==> src/rtl/atr_gpio_pkg.sv <==
// Shared encodings for the ATR GPIO controller: sequencer states, register
// offsets inside the settings-bus window, and CTRL bit positions.
package atr_gpio_pkg;

  typedef enum logic [1:0] {
    StRxIdle   = 2'd0,
    StTxDelay  = 2'd1,
    StTxActive = 2'd2,
    StRxDelay  = 2'd3
  } atr_state_e;

  // Per-bank offsets (bank b lives at BASE_ADDR + 4*b)
  localparam logic [1:0] OffIo    = 2'd0;
  localparam logic [1:0] OffMask  = 2'd1;
  localparam logic [1:0] OffTxVal = 2'd2;
  localparam logic [1:0] OffRxVal = 2'd3;

  // Global offsets (after the last bank)
  localparam logic [1:0] OffTxDelay = 2'd0;
  localparam logic [1:0] OffRxDelay = 2'd1;
  localparam logic [1:0] OffCtrl    = 2'd2;

  localparam int unsigned CtrlAtrEn   = 0;
  localparam int unsigned CtrlForceTx = 1;
  localparam int unsigned CtrlForceRx = 2;

endpackage

==> src/rtl/atr_seq.sv <==
// ATR sequencer: tracks TX/RX phases of the radio and times the programmable
// turn-on and turn-off delays with a single down-counter.
module atr_seq
  import atr_gpio_pkg::*;
#(
  parameter int unsigned DLY_W = 12
) (
  input  logic             master_clk,
  input  logic             reset,
  input  logic             atr_en,
  input  logic             tx_empty,
  input  logic [DLY_W-1:0] tx_delay,
  input  logic [DLY_W-1:0] rx_delay,
  output atr_state_e       state
);

  atr_state_e       state_q;
  logic [DLY_W-1:0] cnt_q;

  assign state = state_q;

  // Delays are sampled only on entry to a delay state, so register writes
  // during a countdown take effect at the next load.
  always_ff @(posedge master_clk or posedge reset) begin
    if (reset) begin
      state_q <= StRxIdle;
      cnt_q   <= '0;
    end else if (!atr_en) begin
      state_q <= StRxIdle;
      cnt_q   <= '0;
    end else begin
      unique case (state_q)
        StRxIdle: begin
          if (!tx_empty) begin
            state_q <= StTxDelay;
            cnt_q   <= tx_delay;
          end
        end
        StTxDelay: begin
          if (tx_empty) begin
            state_q <= StRxIdle;
          end else if (cnt_q == '0) begin
            state_q <= StTxActive;
          end else begin
            cnt_q <= cnt_q - 1'b1;
          end
        end
        StTxActive: begin
          if (tx_empty) begin
            state_q <= StRxDelay;
            cnt_q   <= rx_delay;
          end
        end
        StRxDelay: begin
          if (!tx_empty) begin
            state_q <= StTxActive;
          end else if (cnt_q == '0) begin
            state_q <= StRxIdle;
          end else begin
            cnt_q <= cnt_q - 1'b1;
          end
        end
        default: begin
          state_q <= StRxIdle;
          cnt_q   <= '0;
        end
      endcase
    end
  end

endmodule

==> src/rtl/atr_gpio_ctrl.sv <==
// ATR GPIO controller: settings-bus register file for NUM_BANKS GPIO banks,
// with pins switched between TX/RX values by the ATR sequencer.
module atr_gpio_ctrl
  import atr_gpio_pkg::*;
#(
  parameter int unsigned NUM_BANKS = 4,
  parameter int unsigned IO_W      = 16,
  parameter int unsigned DLY_W     = 12,
  parameter logic [6:0]  BASE_ADDR = 7'd64
) (
  input  logic                      master_clk,
  input  logic                      reset,
  input  logic [6:0]                serial_addr,
  input  logic [31:0]               serial_data,
  input  logic                      serial_strobe,
  input  logic                      tx_empty,
  output logic [NUM_BANKS*IO_W-1:0] io_out,
  output logic                      transmit_now,
  output logic [1:0]                atr_state
);

  localparam logic [7:0] BankEnd = 8'(4 * NUM_BANKS);

  // Window-relative offset; bit 7 set means the address is below BASE_ADDR.
  logic [7:0] off;
  logic [7:0] goff;
  logic       bank_wr;
  logic       glob_wr;

  assign off     = {1'b0, serial_addr} - {1'b0, BASE_ADDR};
  assign goff    = off - BankEnd;
  assign bank_wr = serial_strobe & ~off[7] & (off < BankEnd);
  assign glob_wr = serial_strobe & ~off[7] & (off >= BankEnd) & (goff < 8'd3);

  logic [DLY_W-1:0] tx_delay_q;
  logic [DLY_W-1:0] rx_delay_q;
  logic [2:0]       ctrl_q;
  logic             transmit_now_q;

  always_ff @(posedge master_clk or posedge reset) begin
    if (reset) begin
      tx_delay_q <= '0;
      rx_delay_q <= '0;
      ctrl_q     <= '0;
    end else if (glob_wr) begin
      case (goff[1:0])
        OffTxDelay: tx_delay_q <= serial_data[DLY_W-1:0];
        OffRxDelay: rx_delay_q <= serial_data[DLY_W-1:0];
        OffCtrl:    ctrl_q     <= serial_data[2:0];
        default:    ;
      endcase
    end
  end

  atr_state_e state;

  atr_seq #(
    .DLY_W (DLY_W)
  ) u_seq (
    .master_clk (master_clk),
    .reset      (reset),
    .atr_en     (ctrl_q[CtrlAtrEn]),
    .tx_empty   (tx_empty),
    .tx_delay   (tx_delay_q),
    .rx_delay   (rx_delay_q),
    .state      (state)
  );

  assign atr_state = state;

  logic tx_sel;
  logic atr_any;

  assign tx_sel  = ctrl_q[CtrlForceTx] |
                   (~ctrl_q[CtrlForceRx] & ((state == StTxActive) | (state == StRxDelay)));
  assign atr_any = |ctrl_q;

  always_ff @(posedge master_clk or posedge reset) begin
    if (reset) begin
      transmit_now_q <= 1'b0;
    end else begin
      transmit_now_q <= tx_sel;
    end
  end

  assign transmit_now = transmit_now_q;

  for (genvar b = 0; b < NUM_BANKS; b++) begin : g_bank
    logic [IO_W-1:0] io_q;
    logic [IO_W-1:0] io_d;
    logic [IO_W-1:0] mask_q;
    logic [IO_W-1:0] txval_q;
    logic [IO_W-1:0] rxval_q;
    logic [IO_W-1:0] out_q;
    logic [IO_W-1:0] out_d;
    logic [IO_W-1:0] wmask;
    logic [IO_W-1:0] gate;
    logic [IO_W-1:0] sel;
    logic            hit;

    assign hit   = bank_wr & (off[6:2] == 5'(b));
    assign wmask = serial_data[16 +: IO_W];
    assign io_d  = (io_q & ~wmask) | (serial_data[IO_W-1:0] & wmask);

    // Output mux sees pre-write register values in the cycle of a write.
    assign gate  = mask_q & {IO_W{atr_any}};
    assign sel   = tx_sel ? txval_q : rxval_q;
    assign out_d = (gate & sel) | (~gate & io_q);

    always_ff @(posedge master_clk or posedge reset) begin
      if (reset) begin
        io_q    <= '0;
        mask_q  <= '0;
        txval_q <= '0;
        rxval_q <= '0;
        out_q   <= '0;
      end else begin
        if (hit) begin
          case (off[1:0])
            OffIo:    io_q    <= io_d;
            OffMask:  mask_q  <= serial_data[IO_W-1:0];
            OffTxVal: txval_q <= serial_data[IO_W-1:0];
            OffRxVal: rxval_q <= serial_data[IO_W-1:0];
            default:  ;
          endcase
        end
        out_q <= out_d;
      end
    end

    assign io_out[b*IO_W +: IO_W] = out_q;
  end

endmodule

==> config.mk <==
export PLATFORM = sky130hd
export DESIGN_NAME = atr_gpio_ctrl
export DESIGN_NICKNAME = d
export VERILOG_FILES = /design/src/rtl/atr_gpio_pkg.sv /design/src/rtl/atr_seq.sv /design/src/rtl/atr_gpio_ctrl.sv
export SDC_FILE = /design/constraint.sdc
export NUM_CORES = 1
export LEC_CHECK = 0
export ABC_AREA = 1
export CELL_PAD_IN_SITES_DETAIL_PLACEMENT = 0
export CELL_PAD_IN_SITES_GLOBAL_PLACEMENT = 1
export CORE_ASPECT_RATIO = 2
export CORE_MARGIN = 2
export CORE_UTILIZATION = 45
export CTS_CLUSTER_DIAMETER = 80
export CTS_CLUSTER_SIZE = 8
export DETAILED_ROUTE_END_ITERATION = 10
export PLACE_DENSITY_LB_ADDON = 0.1
export SYNTH_ARGS = -nofsm -noshare
export SYNTH_HDL_FRONTEND = slang
export SYNTH_HIERARCHICAL = 1
export SYNTH_SLANG_ARGS = --single-unit
==> constraint.sdc <==
create_clock -name master_clk -period 13.93 [get_ports master_clk]
set_input_delay 2.786 -clock master_clk [delete_from_list [all_inputs] [get_ports master_clk]]
set_output_delay 2.786 -clock master_clk [all_outputs]
set_load 0.05 [all_outputs]
# Word level (Yosys, flattened, before mapping)
# Cells that the tools add are included.
totals:
  inputBits: 43
  reg_bits: 362
classes:
  add_sub_neg: 3
  n_lt_le_gt_ge: 3
  muxes: 19
  reduce_logical: 27
  bitwise_logic: 43
  eq_ne: 17
op_table:
  columns: ["op", "count"]
  rows:
  - ["AND 16 bit", 17]
  - ["bitwise OR 16 bit", 8]
  - ["inverter 16 bit", 5]
  - ["2-to-1 mux 12 bit", 6]
  - ["2-to-1 mux 16 bit", 4]
  - ["one-hot mux 12 bit (4 select lines)", 1]
  - ["AND reduction 2 bit", 19]
  - ["2-to-1 mux 2 bit", 7]
  - ["logical NOT 12 bit", 1]
  - ["!= test 3 bit (second input constant)", 4]
  - ["subtractor 12 x 1 -> 12 bit (second input constant)", 1]
  - ["== test 2 bit (second input constant)", 5]
  - ["== test 5 x 2 -> 1 bit (second input constant)", 2]
  - ["AND 1 bit", 9]
  - [">= comparator 8 x 5 -> 1 bit (second input constant)", 1]
  - ["< comparator 8 x 2 -> 1 bit (second input constant)", 1]
  - ["< comparator 8 x 5 -> 1 bit (second input constant)", 1]
  - ["!= test 4 x 3 -> 1 bit (second input constant)", 2]
  - ["one-hot mux 2 bit (4 select lines)", 1]
  - ["AND reduction 4 bit", 2]
  - ["subtractor 7 x 7 -> 8 bit (second input constant)", 1]
  - ["subtractor 8 x 5 -> 8 bit (second input constant)", 1]
  - ["== test 2 x 1 -> 1 bit (second input constant)", 3]
  - ["logical NOT 2 bit", 3]
  - ["5 further kinds", 7]

# Depth between registers and ports, before layout
logic_depth:
  depth_word: 7
  depth_mapped: 10

# By module
# Netlist, hierarchy kept.
modules_own_cells:
  columns: ["mod", "instances", "area_per_inst_um2", "seq_area_each_um2", "cells_each"]
  rows:
  - ["atr_gpio_ctrl", 1, 14550.2, 8708.4, 1652]
  - ["atr_seq", 1, 1142.3, 350.3, 189]

# Worst setup path before layout
# OpenSTA, ideal clock, no wires.
synth_path:
  kind: "in2reg"
  startpoint: "input port serial_addr[5]"
  endpoint: "register g_bank[3].rxval_q[0]"
  t_required_ns: 13.807
  setup_slack_ns: 9.883
  t_arrival_ns: 3.924
  setup_time_ns: 0.123
  path_stages: 9
  cell_sequence: "nor2_4 -> ha_1 -> nand2_2 -> inv_2 -> nand2_4 -> clkbuf_2 -> clkbuf_1 -> o21ai_0 -> nand2_1"
synth_via:
  elab_chain_len: 6
synth_lines:
  columns: ["item", "line_no", "source"]
  rows:
  - ["from (decl)", "atr_gpio_ctrl.sv:13", "input logic [6:0] serial_addr,"]
  - ["subtractor 7 x 7 -> 8 bit (*)", "atr_gpio_ctrl.sv:30", "assign off = {1'b0, serial_addr} - {1'b0, BASE_ADDR};"]
  - ["branches (longest 3 deep; another with < comparator 8 x 5 -> 1 bit)", null, null]
  - ["AND 1 bit (*)", "atr_gpio_ctrl.sv:101", "assign hit = bank_wr & (off[6:2] == 5'(b));"]
  - ["AND reduction 2 bit (no line) (*)", null, null]
  - ["to (signal assigned)", "atr_gpio_ctrl.sv:123", "OffRxVal: rxval_q <= serial_data[IO_W-1:0];"]
  - ["to (decl)", "atr_gpio_ctrl.sv:93", "logic [IO_W-1:0] rxval_q;"]
# Every way passes the cells marked *.
# A chain may end at the register's enable or synchronous reset.

# Final worst setup path
layout_path:
  startpoint: "input port serial_addr[4]"
  endpoint: "register rx_delay_q[7]"
layout_via:
  elab_chain_len: 6
layout_lines:
  columns: ["item", "line_no", "source"]
  rows:
  - ["subtractor 7 x 7 -> 8 bit (*)", "atr_gpio_ctrl.sv:30", null]
  - ["branches (longest 3 deep; another with subtractor 8 x 5 -> 8 bit)", null, null]
  - ["AND 1 bit (*)", "atr_gpio_ctrl.sv:33", "assign glob_wr = serial_strobe & ~off[7] & (off >= BankEnd) & (goff < 8'd3);"]
  - ["AND reduction 2 bit (no line) (*)", null, null]
  - ["to (signal assigned)", "atr_gpio_ctrl.sv:48", "OffRxDelay: rx_delay_q <= serial_data[DLY_W-1:0];"]
  - ["to (decl)", "atr_gpio_ctrl.sv:36", "logic [DLY_W-1:0] rx_delay_q;"]
# Marks and branches as above.

==> flow_metrics.tcl <==
set metrics [dict create \
    status "completed" \
    cpMaxStageDelayCell "nor2_1" \
    min_period_ps 5160 \
    num_vias 12900 \
    worstMarginPinSlew_ps 1330 \
    core.rowCount 96 \
    portBuffers 109 \
    grt_pass1_vias 12500 \
    crit_chain "clkdlybuf4s50_1 > nor2_4 > ha_1 > nand4_1 > nor2_1 > nand3_2 > nand2_1 > nand2_1" \
    power_density_nw_per_um2 125 \
    fillers 3314 \
    synth_commonest_cells "660 x nand2_1, 362 x dfrtp_1, 205 x o21ai_0" \
    drc 0 \
    wire_per_inst_um 20.8 \
    ios 110 \
    end_kind "flip-flop" \
    max_freq_ghz 0.194 \
    max-vdd-ir-drop_v 0.0000983 \
    final_util 0.532 \
    grt_start_max_net_pins 167 \
    grtUsageTotal 0.272 \
    cts_max_level 2 \
    finalHoldViolCount 0 \
    clockRootBuffer "clkbuf_16" \
    finalCritPeriodShare 0.370 \
    synth_nets 1887 \
    max_stage_delay_ps 1010 \
    yosys_warnings 6 \
    syn_area_um2 15700 \
    firstDrtPassIters 6 \
    drtIter0Drc 988 \
    core_area_um2 34400 \
    overflow 0 \
    clkSlewWorstSetupHoldPaths_ps 50 \
    initial_core_util 0.457 \
    dieArea_um2 36500 \
    cp_max_fo 17 \
    clk_latency_ps 570 \
    antenna_found_initial 0 \
    rsz0062_at_grt "no" \
    worstSetupPathType "primary input to flip-flop" \
    cp.required_ps 14370 \
    drtAntennaViolNets 0 \
    fin_nets 1935 \
    clkPwrFrac 0.475 \
    seqPwrFrac 0.470 \
    synth_edf_count 0 \
    viasPerCell 5.53 \
    hold_path.class "flip-flop to flip-flop" \
    cts_tree "built" \
    power_switching_uw 544 \
    postCtsSetupBuffers 0 \
    synth_seq_cells 362 \
    yosysUniqueCellTypes 31 \
    placed_cells 2277 \
    cts-resized-gates 0 \
    ys.flop_type "dfrtp_1" \
    instances_no_fill 2333 \
    die_h_um 268 \
    area_growth_pct 16.4 \
    die_w_um 136 \
    synth_top_area_frac 0.577 \
    yosysSeqAreaShare 0.577 \
    cts_buffers 51 \
    clock_sinks 362 \
    netlist_instances 1841 \
    cp-start-kind "primary input" \
    wl_um 48600 \
    tns_ps 0 \
    fin_area_um2 18300 \
    synth_top_area_cell "dfrtp_1" \
    drv_slew 0 \
    syn_avg_cell_area_um2 8.52 \
    synth_area_leaders "dfrtp_1 58%, nand2_1 16%, o21ai_0 6.5%, a21oi_1 6.1%, nand4_1 3.2%" \
    yosysMostFrequentCell "nand2_1" \
    p_leak_nw 8.73 \
    fin_worst_skew_ps 19.1 \
    slew_headroom 0.107 \
    globalplace.congestion 0.863 \
    setup_viol 0 \
    clock_path_buffers 3 \
    synthArstFlopShare 1.00 \
    ctsHoldBuffers 0 \
    combinationalPowerShare 0.055 \
    p_sw_frac 0.238 \
    maxCapViolCount 0 \
    grt_first_pass_wirelength_um 74800 \
    final_layout_size_suffix_gt1_frac 0.0592 \
    placed_area_um2 16900 \
    path_common_cell "nand2_1" \
    critPathArrivalTime_ps 5600 \
    dpl.hpwl_um 30900 \
    p_int_mw 1.74 \
]
[layer usage]
metal,track usage,vias up,routed length (µm)
met5,0,-,0
met1,0.332,6311,19000
met3,0.0302,92,2160
met4,0.120,0,2280
li1,-,6156,-
met2,0.480,349,25100
[critical path, delay by kind of cell]
family / cells / cell delay, ps
adders and majority gates: 1 / 290
buffers and inverters: 1 / 570
and+or+nand+nor: 6 / 1930
[kinds of logic after synthesis]
family	share of synthesized area
xor gates and xnor gates	0.00112
and+or+nand+nor	0.237
buffers and inverters	0.0498
AOI/OAI and AO/OA	0.132
DFF	0.577
adders and majority gates	0.00239
[final timing paths]
check,startpoint,endpoint,slack (ps),cells after the start
hold / removal,rx_delay_q[2],rx_delay_q[2],480,2
hold reg to reg,rx_delay_q[2],rx_delay_q[2],480,2
max in group asynchronous,reset,async pin,8880,4
setup reg to reg,ctrl_q[0],g_bank[2].out_q[13],11270,5
min in group asynchronous,reset,u_seq/state[0],2760,2
setup / recovery,serial_addr[4],rx_delay_q[7],8770,8
[cell usage in the layout (no fill, tap or decap), drive strengths merged]
| master | instances |
|---|---|
| clkbuf | 52 |
| o211ai | 2 |
| a21oi | 193 |
| xor2 | 1 |
| clkinv | 3 |
| clkdlybuf4s50 | 109 |
| nor2 | 38 |
| nand2 | 665 |
| nand3 | 92 |
| inv | 58 |
| o21a | 1 |
| or2 | 1 |
| o21ai | 210 |
| a22o | 3 |
| ha | 3 |
| xnor2 | 1 |
| diode | 1 |
| dfrtp | 362 |
| buf | 16 |
| nand4 | 81 |
[power by group through the flow]
stage	sequential, mW	clock [mW]	combinational, mW
floorplan	1.10	0	0.0649
global route	1.08	1.15	0.137
global placement	1.09	0	0.126
CTS	1.08	1.11	0.127
detailed placement	1.09	0	0.127
finish	1.08	1.09	0.126
[stage by stage]
step                      setup WS [ps]  power (mW)  hold WS [ps]
after global routing               8410        2.36           492
final                              8770        2.29           477
after CTS                          8740        2.32           480
after floorplan                    1490        1.16           442
after detailed placement           8140        1.22           467
after global placement             8200        1.22           461
[layout make-up]
class | instances | area, µm² | area share
repair buffers | 125 | 1220 | 0.0670
well taps | 441 | 552 | 0.0302
clock buffers | 52 | 1300 | 0.0712
clock inverters | 3 | 33.8 | 0.00185
diodes | 1 | 2.50 | 0.000137
flip-flops and latches | 362 | 9060 | 0.496
inverters | 58 | 225 | 0.0123
multi-input cells | 1291 | 5870 | 0.321
Power figures use the tool's default switching activity.
